## config.mk

```make
export PLATFORM = sky130hd
export DESIGN_NAME = load_sequencer
export DESIGN_NICKNAME = d
export VERILOG_FILES = /design/src/rtl/load_sequencer.sv
export SDC_FILE = /design/constraint.sdc
export NUM_CORES = 1
export LEC_CHECK = 0
export CAP_MARGIN = 5
export CORE_ASPECT_RATIO = 0.5
export CORE_UTILIZATION = 40
export CTS_CLUSTER_SIZE = 20
export DETAILED_ROUTE_END_ITERATION = 16
export PLACE_DENSITY = 0.63
export SLEW_MARGIN = 20
export SYNTH_ARGS = -nofsm -noshare
export SYNTH_HDL_FRONTEND = slang
export SYNTH_SLANG_ARGS = --single-unit
```

## constraint.sdc

```tcl
create_clock -name clk -period 5.3 [get_ports clk]
set_clock_uncertainty 0.1 [all_clocks]
set_input_delay 1.59 -clock clk [delete_from_list [all_inputs] [get_ports clk]]
set_output_delay 1.59 -clock clk [all_outputs]
set_load 0.03 [all_outputs]
```

## src/rtl/load_sequencer.sv

```systemverilog
// Per-period DesiredLoad generator with minimum-dwell enforcement and sign
// conditioning. Define LOAD_SEQ_SIGN_FILTER_EN to enable the sign debounce.
module load_sequencer #(
  parameter int CNT_W     = 12,
  parameter int MIN_DWELL = 8,
  parameter int DB_LEN    = 4
) (
  input  logic             clk,
  input  logic             rst,
  input  logic             enable,
  input  logic [CNT_W-1:0] period,
  input  logic [CNT_W-1:0] duty_a,
  input  logic [CNT_W-1:0] duty_b,
  input  logic             load,
  input  logic             sign_raw,
  output logic [1:0]       DesiredLoad,
  output logic             CurrentSign,
  output logic             start,
  output logic             period_tick,
  output logic             dwell_err
);

  typedef enum logic [1:0] {IDLE, ARM, RUN} state_t;

  localparam logic [1:0] NUL = 2'b00;
  localparam logic [1:0] LA  = 2'b01;
  localparam logic [1:0] LB  = 2'b10;
  localparam logic [1:0] LC  = 2'b11;

  localparam logic [CNT_W:0] MIN_LEN = (CNT_W+1)'(MIN_DWELL);
  localparam logic [CNT_W:0] MIN_PER = (CNT_W+1)'(3 * MIN_DWELL);

  state_t           state, state_d;
  logic [CNT_W-1:0] cnt, cnt_d;
  logic [CNT_W-1:0] act_per, act_a, act_b;
  logic [CNT_W-1:0] pnd_per, pnd_a, pnd_b;
  logic             pnd_valid, pnd_new;
  logic             copy;
  logic [1:0]       dl_d;
  logic             start_d, tick_d, err_d;

  logic [CNT_W:0]   sum_ab, len_a, len_b, len_c, cx, ld_sum;
  logic             keep_a, keep_b, keep_c, any_drop;
  logic             pos_a, pos_b, ld_ok;
  logic [1:0]       seg;

  assign len_a    = {1'b0, act_a};
  assign len_b    = {1'b0, act_b};
  assign sum_ab   = len_a + len_b;
  assign len_c    = {1'b0, act_per} - sum_ab;
  assign keep_a   = len_a >= MIN_LEN;
  assign keep_b   = len_b >= MIN_LEN;
  assign keep_c   = len_c >= MIN_LEN;
  assign any_drop = (len_a != '0 && !keep_a) ||
                    (len_b != '0 && !keep_b) ||
                    (len_c != '0 && !keep_c);
  assign cx       = {1'b0, cnt};
  assign pos_a    = cx < len_a;
  assign pos_b    = !pos_a && (cx < sum_ab);
  assign ld_sum   = {1'b0, duty_a} + {1'b0, duty_b};
  assign ld_ok    = (ld_sum <= {1'b0, period}) &&
                    ({1'b0, period} >= MIN_PER);

  // segment at cnt; a dropped segment hands its cycles to the next kept one
  always_comb begin
    seg = LC;
    unique case (1'b1)
      pos_a:   seg = keep_a ? LA : (keep_b ? LB : LC);
      pos_b:   seg = keep_b ? LB : (keep_c ? LC : LA);
      default: seg = keep_c ? LC : (keep_a ? LA : LB);
    endcase
  end

  // state register
  always_ff @(posedge clk) begin
    if (rst) state <= IDLE;
    else     state <= state_d;
  end

  // next state, counter and next registered outputs
  always_comb begin
    state_d = state;
    cnt_d   = cnt;
    copy    = 1'b0;
    dl_d    = NUL;
    start_d = 1'b0;
    tick_d  = 1'b0;
    err_d   = load && !ld_ok;
    unique case (state)
      IDLE: begin
        cnt_d = '0;
        if (enable && pnd_valid) begin
          state_d = ARM;
          start_d = 1'b1;
          copy    = 1'b1;
        end
      end
      ARM, RUN: begin
        if (!enable) begin
          state_d = IDLE;
          cnt_d   = '0;
        end else begin
          state_d = RUN;
          start_d = 1'b1;
          dl_d    = seg;
          tick_d  = cnt == '0;
          err_d   = err_d || (cnt == '0 && any_drop);
          if (cnt == act_per - 1'b1) begin
            cnt_d = '0;
            copy  = pnd_new;
          end else begin
            cnt_d = cnt + 1'b1;
          end
        end
      end
      default: state_d = IDLE;
    endcase
  end

  // counter, shadows and registered outputs
  always_ff @(posedge clk) begin
    if (rst) begin
      cnt         <= '0;
      act_per     <= '0;
      act_a       <= '0;
      act_b       <= '0;
      pnd_per     <= '0;
      pnd_a       <= '0;
      pnd_b       <= '0;
      pnd_valid   <= 1'b0;
      pnd_new     <= 1'b0;
      DesiredLoad <= NUL;
      start       <= 1'b0;
      period_tick <= 1'b0;
      dwell_err   <= 1'b0;
    end else begin
      cnt         <= cnt_d;
      DesiredLoad <= dl_d;
      start       <= start_d;
      period_tick <= tick_d;
      dwell_err   <= err_d;
      if (copy) begin
        act_per <= pnd_per;
        act_a   <= pnd_a;
        act_b   <= pnd_b;
        pnd_new <= 1'b0;
      end
      if (load && ld_ok) begin
        pnd_per   <= period;
        pnd_a     <= duty_a;
        pnd_b     <= duty_b;
        pnd_valid <= 1'b1;
        pnd_new   <= 1'b1;
      end
    end
  end

  logic sync1, sync2;

  // two-flop synchronizer for the comparator
  always_ff @(posedge clk) begin
    if (rst) begin
      sync1 <= 1'b0;
      sync2 <= 1'b0;
    end else begin
      sync1 <= sign_raw;
      sync2 <= sync1;
    end
  end

`ifdef LOAD_SEQ_SIGN_FILTER_EN
  localparam int DB_W = $clog2(DB_LEN + 1);
  logic [DB_W-1:0] db_cnt;

  // toggle after DB_LEN consecutive differing samples
  always_ff @(posedge clk) begin
    if (rst) begin
      db_cnt      <= '0;
      CurrentSign <= 1'b0;
    end else if (sync2 != CurrentSign) begin
      if (db_cnt == DB_W'(DB_LEN - 1)) begin
        db_cnt      <= '0;
        CurrentSign <= ~CurrentSign;
      end else begin
        db_cnt <= db_cnt + 1'b1;
      end
    end else begin
      db_cnt <= '0;
    end
  end
`else
  // unfiltered: one register stage after the synchronizer
  always_ff @(posedge clk) begin
    if (rst) CurrentSign <= 1'b0;
    else     CurrentSign <= sync2;
  end
`endif

endmodule

```

---- After elaboration in Yosys (flattened, before gate mapping) ----
Cells that the tools add are included.
operators by class
  add/sub/neg operators ................... 5
  magnitude comparators ................... 7
  eq/ne operators ......................... 4
  mux-type cells .......................... 23
  bitwise logic cells ..................... 2
  reduce and logical (&&, ||, !) cells .... 26
operators with widths
  operator                                                                              count
  13-bit nonzero test                                                                   3
  12-bit by 12-bit adder with 13-bit output                                             2
  12-bit by 4-bit greater-or-equal comparator with 1-bit output, second input constant  2
  12-bit two-way mux                                                                    2
  12-bit case mux with 2 select lines                                                   1
  2-bit two-way mux                                                                     7
  13-bit by 4-bit greater-or-equal comparator with 1-bit output, second input constant  1
  13-bit by 12-bit less-or-equal comparator with 1-bit output                           1
  12-bit by 13-bit less-than comparator with 1-bit output                               1
  12-bit by 13-bit subtractor with 13-bit output                                        1
  12-bit by 1-bit adder with 12-bit output, second input constant                       1
  12-bit equality test                                                                  1
  12-bit by 5-bit greater-or-equal comparator with 1-bit output, second input constant  1
  12-bit logical NOT                                                                    1
  12-bit less-than comparator                                                           1
  12-bit by 1-bit subtractor with 12-bit output, second input constant                  1
  1-bit logical AND                                                                     9
  1-bit two-way mux                                                                     9
  2-bit case mux with 2 select lines                                                    2
  1-bit logical NOT                                                                     5
  1-bit case mux with 2 select lines                                                    2
  2-bit nonzero test                                                                    2
  1-bit logical OR                                                                      3
  3-bit OR reduction                                                                    1
  6 further kinds                                                                       7
word-level totals
  register bits ........................... 96
  bits of input ports ..................... 41
  word-level logic and storage cells ...... 84

---- Depth between registers and ports, before layout ----
Gate-level depths: netlist of run 1.
  word-level depth ........................ 10
  gate-level depth with buffers ........... 20

---- Worst setup path after synthesis of run 1 ----
OpenSTA, ideal clock, no wires.
  path type ............................... input port to flip-flop
  start point ............................. input duty_a[0]
  end point ............................... register pnd_b[0]
  setup time .............................. 0.128 ns
  arrival ................................. 5.481 ns
  required time ........................... 5.072 ns
  path slack .............................. -0.408 ns
  stages on the path ...................... 20
  path buffers ............................ 2
  cell sequence ........................... ha_1 fa_1 a21o_1 a21oi_1 o21bai_1 a21oi_1 o21bai_1 a21o_1 a21o_1 a21oi_1 xnor2_1 ha_1 nand4_1 o32a_1 o31ai_1 o211ai_1 buf_1 clkbuf_1 mux2i_1 nor2_1
on the way
  cells in the longest elaborated chain, start to end .. 4
ends and longest elaborated chain
  item                                                         line  source
  start: declaration                                           12    input logic [CNT_W-1:0] duty_a,
  12-bit by 12-bit adder with 13-bit output                    60    assign ld_sum = {1'b0, duty_a} + {1'b0, duty_b};
  13-bit by 12-bit less-or-equal comparator with 1-bit output  61    assign ld_ok = (ld_sum <= {1'b0, period}) &&
  1-bit logical AND                                            61
  1-bit logical AND                                            148   if (load && ld_ok) begin
  end signal: assignment                                       151   pnd_b <= duty_b;
  end: declaration                                             36    logic [CNT_W-1:0] pnd_per, pnd_a, pnd_b;
No other way between the ends.
A chain may end at the register's enable or synchronous reset.

---- Final worst setup path of run 1 ----
  start point ............................. input duty_b[3]
  end point ............................... register pnd_per[5]
on the way
  cells in the longest elaborated chain, start to end .. 4
ends and longest elaborated chain
  item                                                         line  source
  start: declaration                                           13    input logic [CNT_W-1:0] duty_b,
  12-bit by 12-bit adder with 13-bit output                    60
  13-bit by 12-bit less-or-equal comparator with 1-bit output  61
  1-bit logical AND                                            61
  1-bit logical AND                                            148
  end signal: assignment                                       149   pnd_per <= period;
  end: declaration                                             36
No other way between the ends.

==> results of run 1 <==
[state kept, by name, indices dropped and copies added (netlist names), 2 cells and up]
name	count
act_a	12
act_b	12
act_per	12
cnt	12
pnd_a	12
pnd_b	12
pnd_per	12
DesiredLoad	2
state	2
[per-stage QoR]
| stage | power (mW) | area, sq um | cells |
|---|---|---|---|
| 4_1_cts | 2.02 | 7810 | 1048 |
| 3_3_place_gp | 1.30 | 7340 | 1023 |
| 5_1_grt | 2.14 | 7910 | 1052 |
| 2_1_floorplan | 1.16 | 6580 | 766 |
| 3_5_place_dp | 1.31 | 7340 | 1023 |
| 6_report | 2.04 | 7910 | 1052 |
[worst paths after layout]
kind	endpoint	cells past startpoint	start	slack, ns
worst max-delay path	pnd_per[5]	20	duty_b[3]	0.08
worst min-delay path	sync2	1	sync1	0.34
worst max register to register	DesiredLoad[0]	18	act_b[1]	0.53
worst min register to register	sync2	1	sync1	0.34
[routing by layer]
metal / GRT usage, % / wire [um]
met5: 0 / 0
met4: 4.72 / 189
met3: 3.46 / 896
met2: 33.0 / 7520
met1: 31.0 / 8910
[layout by cell type, fill, tap and decap left out, types with 8 or more instances in the layout]
| cell type | count |
|---|---|
| nor2_1 | 111 |
| nand2b_1 | 8 |
| a21oi_1 | 33 |
| nand2_1 | 25 |
| clkbuf_16 | 11 |
| xnor2_1 | 17 |
| and3_1 | 17 |
| a21o_1 | 12 |
| nor2b_1 | 8 |
| o21ai_0 | 27 |
| clkdlybuf4s50_1 | 39 |
| nand3_1 | 14 |
| buf_4 | 28 |
| nor3_1 | 19 |
| ha_1 | 66 |
| o21a_1 | 9 |
| inv_1 | 49 |
| xor2_1 | 11 |
| mux2i_1 | 68 |
| nor4_1 | 8 |
| dfxtp_1 | 96 |
[final cells by class]
cell class | instances | area, sq um
sequential | 96 | 1920
multi-input combinational | 591 | 4430
fill | 1512 | 7780
inverter | 49 | 184
tap | 221 | 277
clock buffer | 9 | 225
timing repair buffer | 79 | 785
clock inverter | 7 | 86.3
[cells by family after synthesis]
family | count (synthesis)
fa+ha+maj | 74
mux | 76
compound gates | 149
flops | 96
xor+xnor | 29
simple gates | 263
buf+inv | 79
[what timing repair did]
action | in CTS | in global routing
gates resized for setup | 14 | 34
hold endpoints to repair | 0 | 0
setup endpoints to repair | 38 | 38
setup buffers | 5 | 5
pin swaps | 17 | 15
gates cloned | 4 | 1
[power breakdown]
group	leakage, nW	internal [mW]	switching [mW]
logic	2.75	0.295	0.283
registers	0.779	0.761	0.0315
clock network	0.150	0.338	0.335
total	3.68	1.39	0.650
[critical path, cell delays in order]
cell and delay [ns]:
clkdlybuf4s50_1 0.46, ha_4 0.31, inv_1 0.04, o21bai_1 0.13, a21oi_1 0.09, o21bai_1 0.17
a21oi_2 0.09, o21ai_1 0.19, nor2_1 0.09, xnor2_1 0.23, ha_1 0.30, a21oi_2 0.18
nor2b_4 0.05, or3_1 0.37, a211oi_2 0.23, o211ai_1 0.19, buf_4 0.22, buf_12 0.14
mux2i_1 0.14, nor2_1 0.08
==> impl_metrics.json, run 1 <==
{
  "outcome": "completed",
  "grt_max_degree": 94,
  "relSlewSlack_pct": 39.4,
  "drtPass1Iterations": 5,
  "synthXorXnorAreaFrac_pct": 3.88,
  "yosys.area_share.simple_pct": 20.9,
  "drc": 0,
  "nets": 938,
  "synth-compound-area-share_pct": 15.3,
  "ant_nets": 0,
  "irDropWorstVdd_uv": 168,
  "synth_edf_count": 0,
  "grt_pass1_wl_mm": 28.3,
  "dpl.hpwl_mm": 13.1,
  "fmax_mhz": 192,
  "slew_viol_final": 0,
  "critPathRequiredTime_ns": 5.39,
  "clock-sinks": 96,
  "setup_viol": 0,
  "final_layout_size_suffix_gt1_share_pct": 10.7,
  "rsz0062_at_grt": "yes",
  "die_area_sq_mm": 0.0169,
  "powerDensity_mw_per_mm2": 258,
  "start_util_pct": 41.7,
  "timing.final.ws_setup_ns": 0.0788,
  "rows": 32,
  "cap_violations": 0,
  "startpoint_type": "input port",
  "area_growth_pct": 20.7,
  "place_congestion": 0.867,
  "syn_area_sq_mm": 0.00655,
  "cts_tree": "yes",
  "yosys.area.top_type_share_pct": 29.3,
  "core-area_sq_mm": 0.0157,
  "cp_max_fo": 5,
  "syn-num-nets": 878,
  "antenna_found_initial": 0,
  "synthAdderAreaFrac_pct": 14.3,
  "clk_latency_ns": 0.35,
  "ys_ff_latch": 96,
  "timing.critical_path.arrival_ns": 5.31,
  "worst_pin_slew_ns": 0.908,
  "p_leak_nw": 3.68,
  "synth_warnings": 0,
  "synthMuxAreaShare_pct": 11.7,
  "htreeDepth": 3,
  "hp-class": "reg -> reg",
  "num_vias": 5830,
  "vias_per_cell": 5.54,
  "synth_top_family_by_area": "simple AND/OR/NAND/NOR gates",
  "cts_buffer_depth": 2,
  "grt_usage_pct": 21.4,
  "hold_ws_ns": 0.344,
  "yosysMostFrequentCell": "nor2_1",
  "finalSetupTns_ns": 0,
  "io_buffers": 46,
  "synth_area_leader_cell": "dfxtp_1",
  "syn_avg_cell_area_sq_um": 8.55,
  "worstSetupPathType": "in -> reg",
  "cts_buffers": 9,
  "ys_types": 73,
  "fp.dieH_um": 92.5,
  "ctsHoldBuffers": 0,
  "ios": 47,
  "ys.flop_type": "dfxtp_1",
  "endpoint_kind": "flop",
  "post_drt_wl_per_cell_um": 16.7,
  "netlist_top_cells_count": "nor2_1 (111), dfxtp_1 (96), mux2i_1 (74)",
  "post-place-ws_ns": -0.625,
  "syn_inst": 766,
  "finalHoldViolCount": 0,
  "ys_async_sr_fraction_pct": 0,
  "clk_pin_slew_worst_paths_ns": 0.08,
  "fin_crit_sh_pct": 98.5,
  "period_needed_ns": 5.22,
  "die_x_um": 183,
  "grt-ovfl-total": 0,
  "drt_iter0_drc": 389,
  "drt_wl_total_mm": 17.5,
  "synth.area.top_cells": "dfxtp_1 (29%), ha_1 (13%), mux2i_1 (11%)",
  "cts_root_buf": "clkbuf_16",
  "final_util_pct": 50.4,
  "first_global_vias": 5398,
  "yosysSeqAreaShare_pct": 29.3,
  "antenna_cells": 0
}
No activity file was read; power rests on OpenSTA's default activity.
==> inputs of run 2 (changes only) <==
--- a/config.mk
+++ b/config.mk
@@ -10,8 +10,9 @@
 export CORE_UTILIZATION = 40
 export CTS_CLUSTER_SIZE = 20
 export DETAILED_ROUTE_END_ITERATION = 16
+export GPL_TIMING_DRIVEN = 0
 export PLACE_DENSITY = 0.63
-export SLEW_MARGIN = 20
+export SLEW_MARGIN = 30
 export SYNTH_ARGS = -nofsm -noshare
 export SYNTH_HDL_FRONTEND = slang
 export SYNTH_SLANG_ARGS = --single-unit
==> impl_metrics.json, run 2 (synthesized netlist as in run 1, its figures left out) <==
{
  "core-area_sq_mm": 0.0157,
  "ant_nets": 0,
  "drt_wl_total_mm": 18.1,
  "powerDensity_mw_per_mm2": 260,
  "worst_pin_slew_ns": 0.745,
  "die_x_um": 183,
  "grt_max_degree": 20,
  "rsz0062_at_grt": "yes",
  "nFillCells": 1491,
  "period_needed_ns": 5.17,
  "critPathTopFamily": "compound AO/OA/AOI/OAI gates",
  "mostFrequentLayoutCell": "nor2_1",
  "ios": 47,
  "cts_root_buf": "clkbuf_16",
  "nets": 945,
  "ctsHoldBuffers": 0,
  "post_drt_wl_per_cell_um": 17.1,
  "clock-sinks": 96,
  "cts_buffers": 9,
  "critical_path.slowest_cell": "or3_4",
  "fin_crit_sh_pct": 97.6,
  "irDropWorstVdd_uv": 182,
  "mostFrequentLayoutCells": "nor2_1 (111), dfxtp_1 (96), mux2i_1 (74), ha_1 (66), inv_1 (49)",
  "fmax_mhz": 193,
  "multi_input_area_sq_mm": 0.00442,
  "clk_pin_slew_worst_paths_ns": 0.08,
  "hold_ws_ns": 0.343,
  "critPathRequiredTime_ns": 5.42,
  "num_vias": 5910,
  "place_congestion": 0.898,
  "outcome": "completed",
  "timing.critical_path.arrival_ns": 5.29,
  "hp-class": "reg -> reg",
  "grt-ovfl-total": 0,
  "final_layout_size_suffix_gt1_share_pct": 8.35,
  "relSlewSlack_pct": 49.9,
  "drc": 0,
  "dpl.hpwl_mm": 14.3,
  "antenna_found_initial": 0,
  "setup_viol": 0,
  "finalHoldViolCount": 0,
  "cap_violations": 0,
  "fp.dieH_um": 92.5,
  "drt_iter0_drc": 346,
  "die_area_sq_mm": 0.0169,
  "finalSetupTns_ns": 0,
  "cpPeakStageDelay_ns": 0.38,
  "endpoint_kind": "flop",
  "worstSetupPathType": "in -> reg",
  "seqCellArea_sq_mm": 0.00192,
  "first_global_vias": 5233,
  "startpoint_type": "input port",
  "antenna_cells": 0,
  "cts_buffer_depth": 2,
  "htreeDepth": 3,
  "start_util_pct": 41.7,
  "cts_tree": "yes",
  "grt_usage_pct": 21.7,
  "grt_pass1_wl_mm": 28.4,
  "crit_buf_inv": 3,
  "drtPass1Iterations": 5,
  "rows": 32,
  "vias_per_cell": 5.58,
  "crit_chain": "buf_8 -> ha_4 -> fa_2 -> a21o_1 -> a21oi_2 -> o21bai_1 -> a21oi_2 -> o21bai_1 -> a21o_1 -> a21o_1 -> a21oi_2 -> xnor2_1 -> ha_1 -> nor2b_4 -> or3_4 -> a211oi_2 -> o211ai_1 -> buf_6 -> buf_6 -> mux2i_1 -> nor2_1",
  "area_growth_pct": 19.6,
  "clk_latency_ns": 0.35,
  "p_leak_nw": 3.65,
  "cp_max_fo": 10,
  "slew_viol_final": 0,
  "io_buffers": 46
}
[run 2: cell count changes in the layout (fill, tap and decap cells not counted), moves of 4 or more]
cell	before	now
clkbuf_1	0	21
buf_4	28	8
mux2i_1	68	74
mux2i_2	6	0
buf_2	1	5
buf_6	1	5
[run 2: layer usage]
| metal | up-vias | global-route usage (%) | wire, um | part of all wire, % |
|---|---|---|---|---|
| met3 | 17 | 2.63 | 854 | 4.7 |
| met2 | 166 | 32.5 | 7640 | 42 |
| met4 | 0 | 5.14 | 208 | 1.1 |
| met1 | 2835 | 32.6 | 9400 | 52 |
| met5 | - | 0 | 0 | 0 |
| li1 | 2892 | - | - | - |
[run 2: metrics by stage]
stage	utilization, %	total power [mW]	instances	worst slack [ns]	area (sq um)
after floorplan	-	1.16	766	0.0123	6580
after global placement	46.6	1.29	1033	-0.776	7320
after detailed placement	46.6	1.30	1033	-0.855	7320
after CTS	49.1	2.02	1052	0.0000919	7700
after global routing	49.9	2.14	1059	-0.0463	7830
final	49.9	2.04	1059	0.125	7830
[run 2: worst register-to-register path: stages (launching register included)]
cell	delay, ns
dfxtp_1	0.42
ha_1	0.28
a21o_1	0.19
a21oi_1	0.21
nor2b_1	0.08
o21a_1	0.17
nor2_1	0.15
o21bai_1	0.08
a21oi_1	0.17
xor2_1	0.25
ha_1	0.32
a21o_1	0.19
a31o_1	0.24
maj3_2	0.33
maj3_2	0.36
and3b_4	0.21
nor4_4	0.40
o31ai_1	0.12
a221oi_1	0.35
[run 2: report_power, final]
part	leakage, nW	total (mW)	internal (mW)	switching (mW)
Clock	0.153	0.701	0.381	0.321
Combinational	2.72	0.541	0.265	0.276
Sequential	0.779	0.793	0.761	0.0325
[run 2: worst paths after layout]
check / slack, ns / start / cells after the start / to
setup / recovery: 0.13 / duty_a[0] / 21 / pnd_a[0]
hold / removal: 0.34 / sync1 / 1 / sync2
setup reg to reg: 0.57 / act_b[1] / 18 / DesiredLoad[1]
hold reg to reg: 0.34 / sync1 / 1 / sync2
[run 2: cell type report]
type,instances,share of cell area [%]
multi-input combinational,591,56.4
buffer,30,2.03
timing repair buffer,56,7.04
clock inverter,7,1.20
sequential,96,24.5
tap,221,3.53
clock buffer,9,2.87
inverter,49,2.35
[run 2: timing repair]
action / CTS / global route
pin swaps: 12 / 17
gates resized for setup: 15 / 26
setup endpoints to repair: 39 / 38
buffers inserted: 3 / 6
gates cloned: 0 / 1
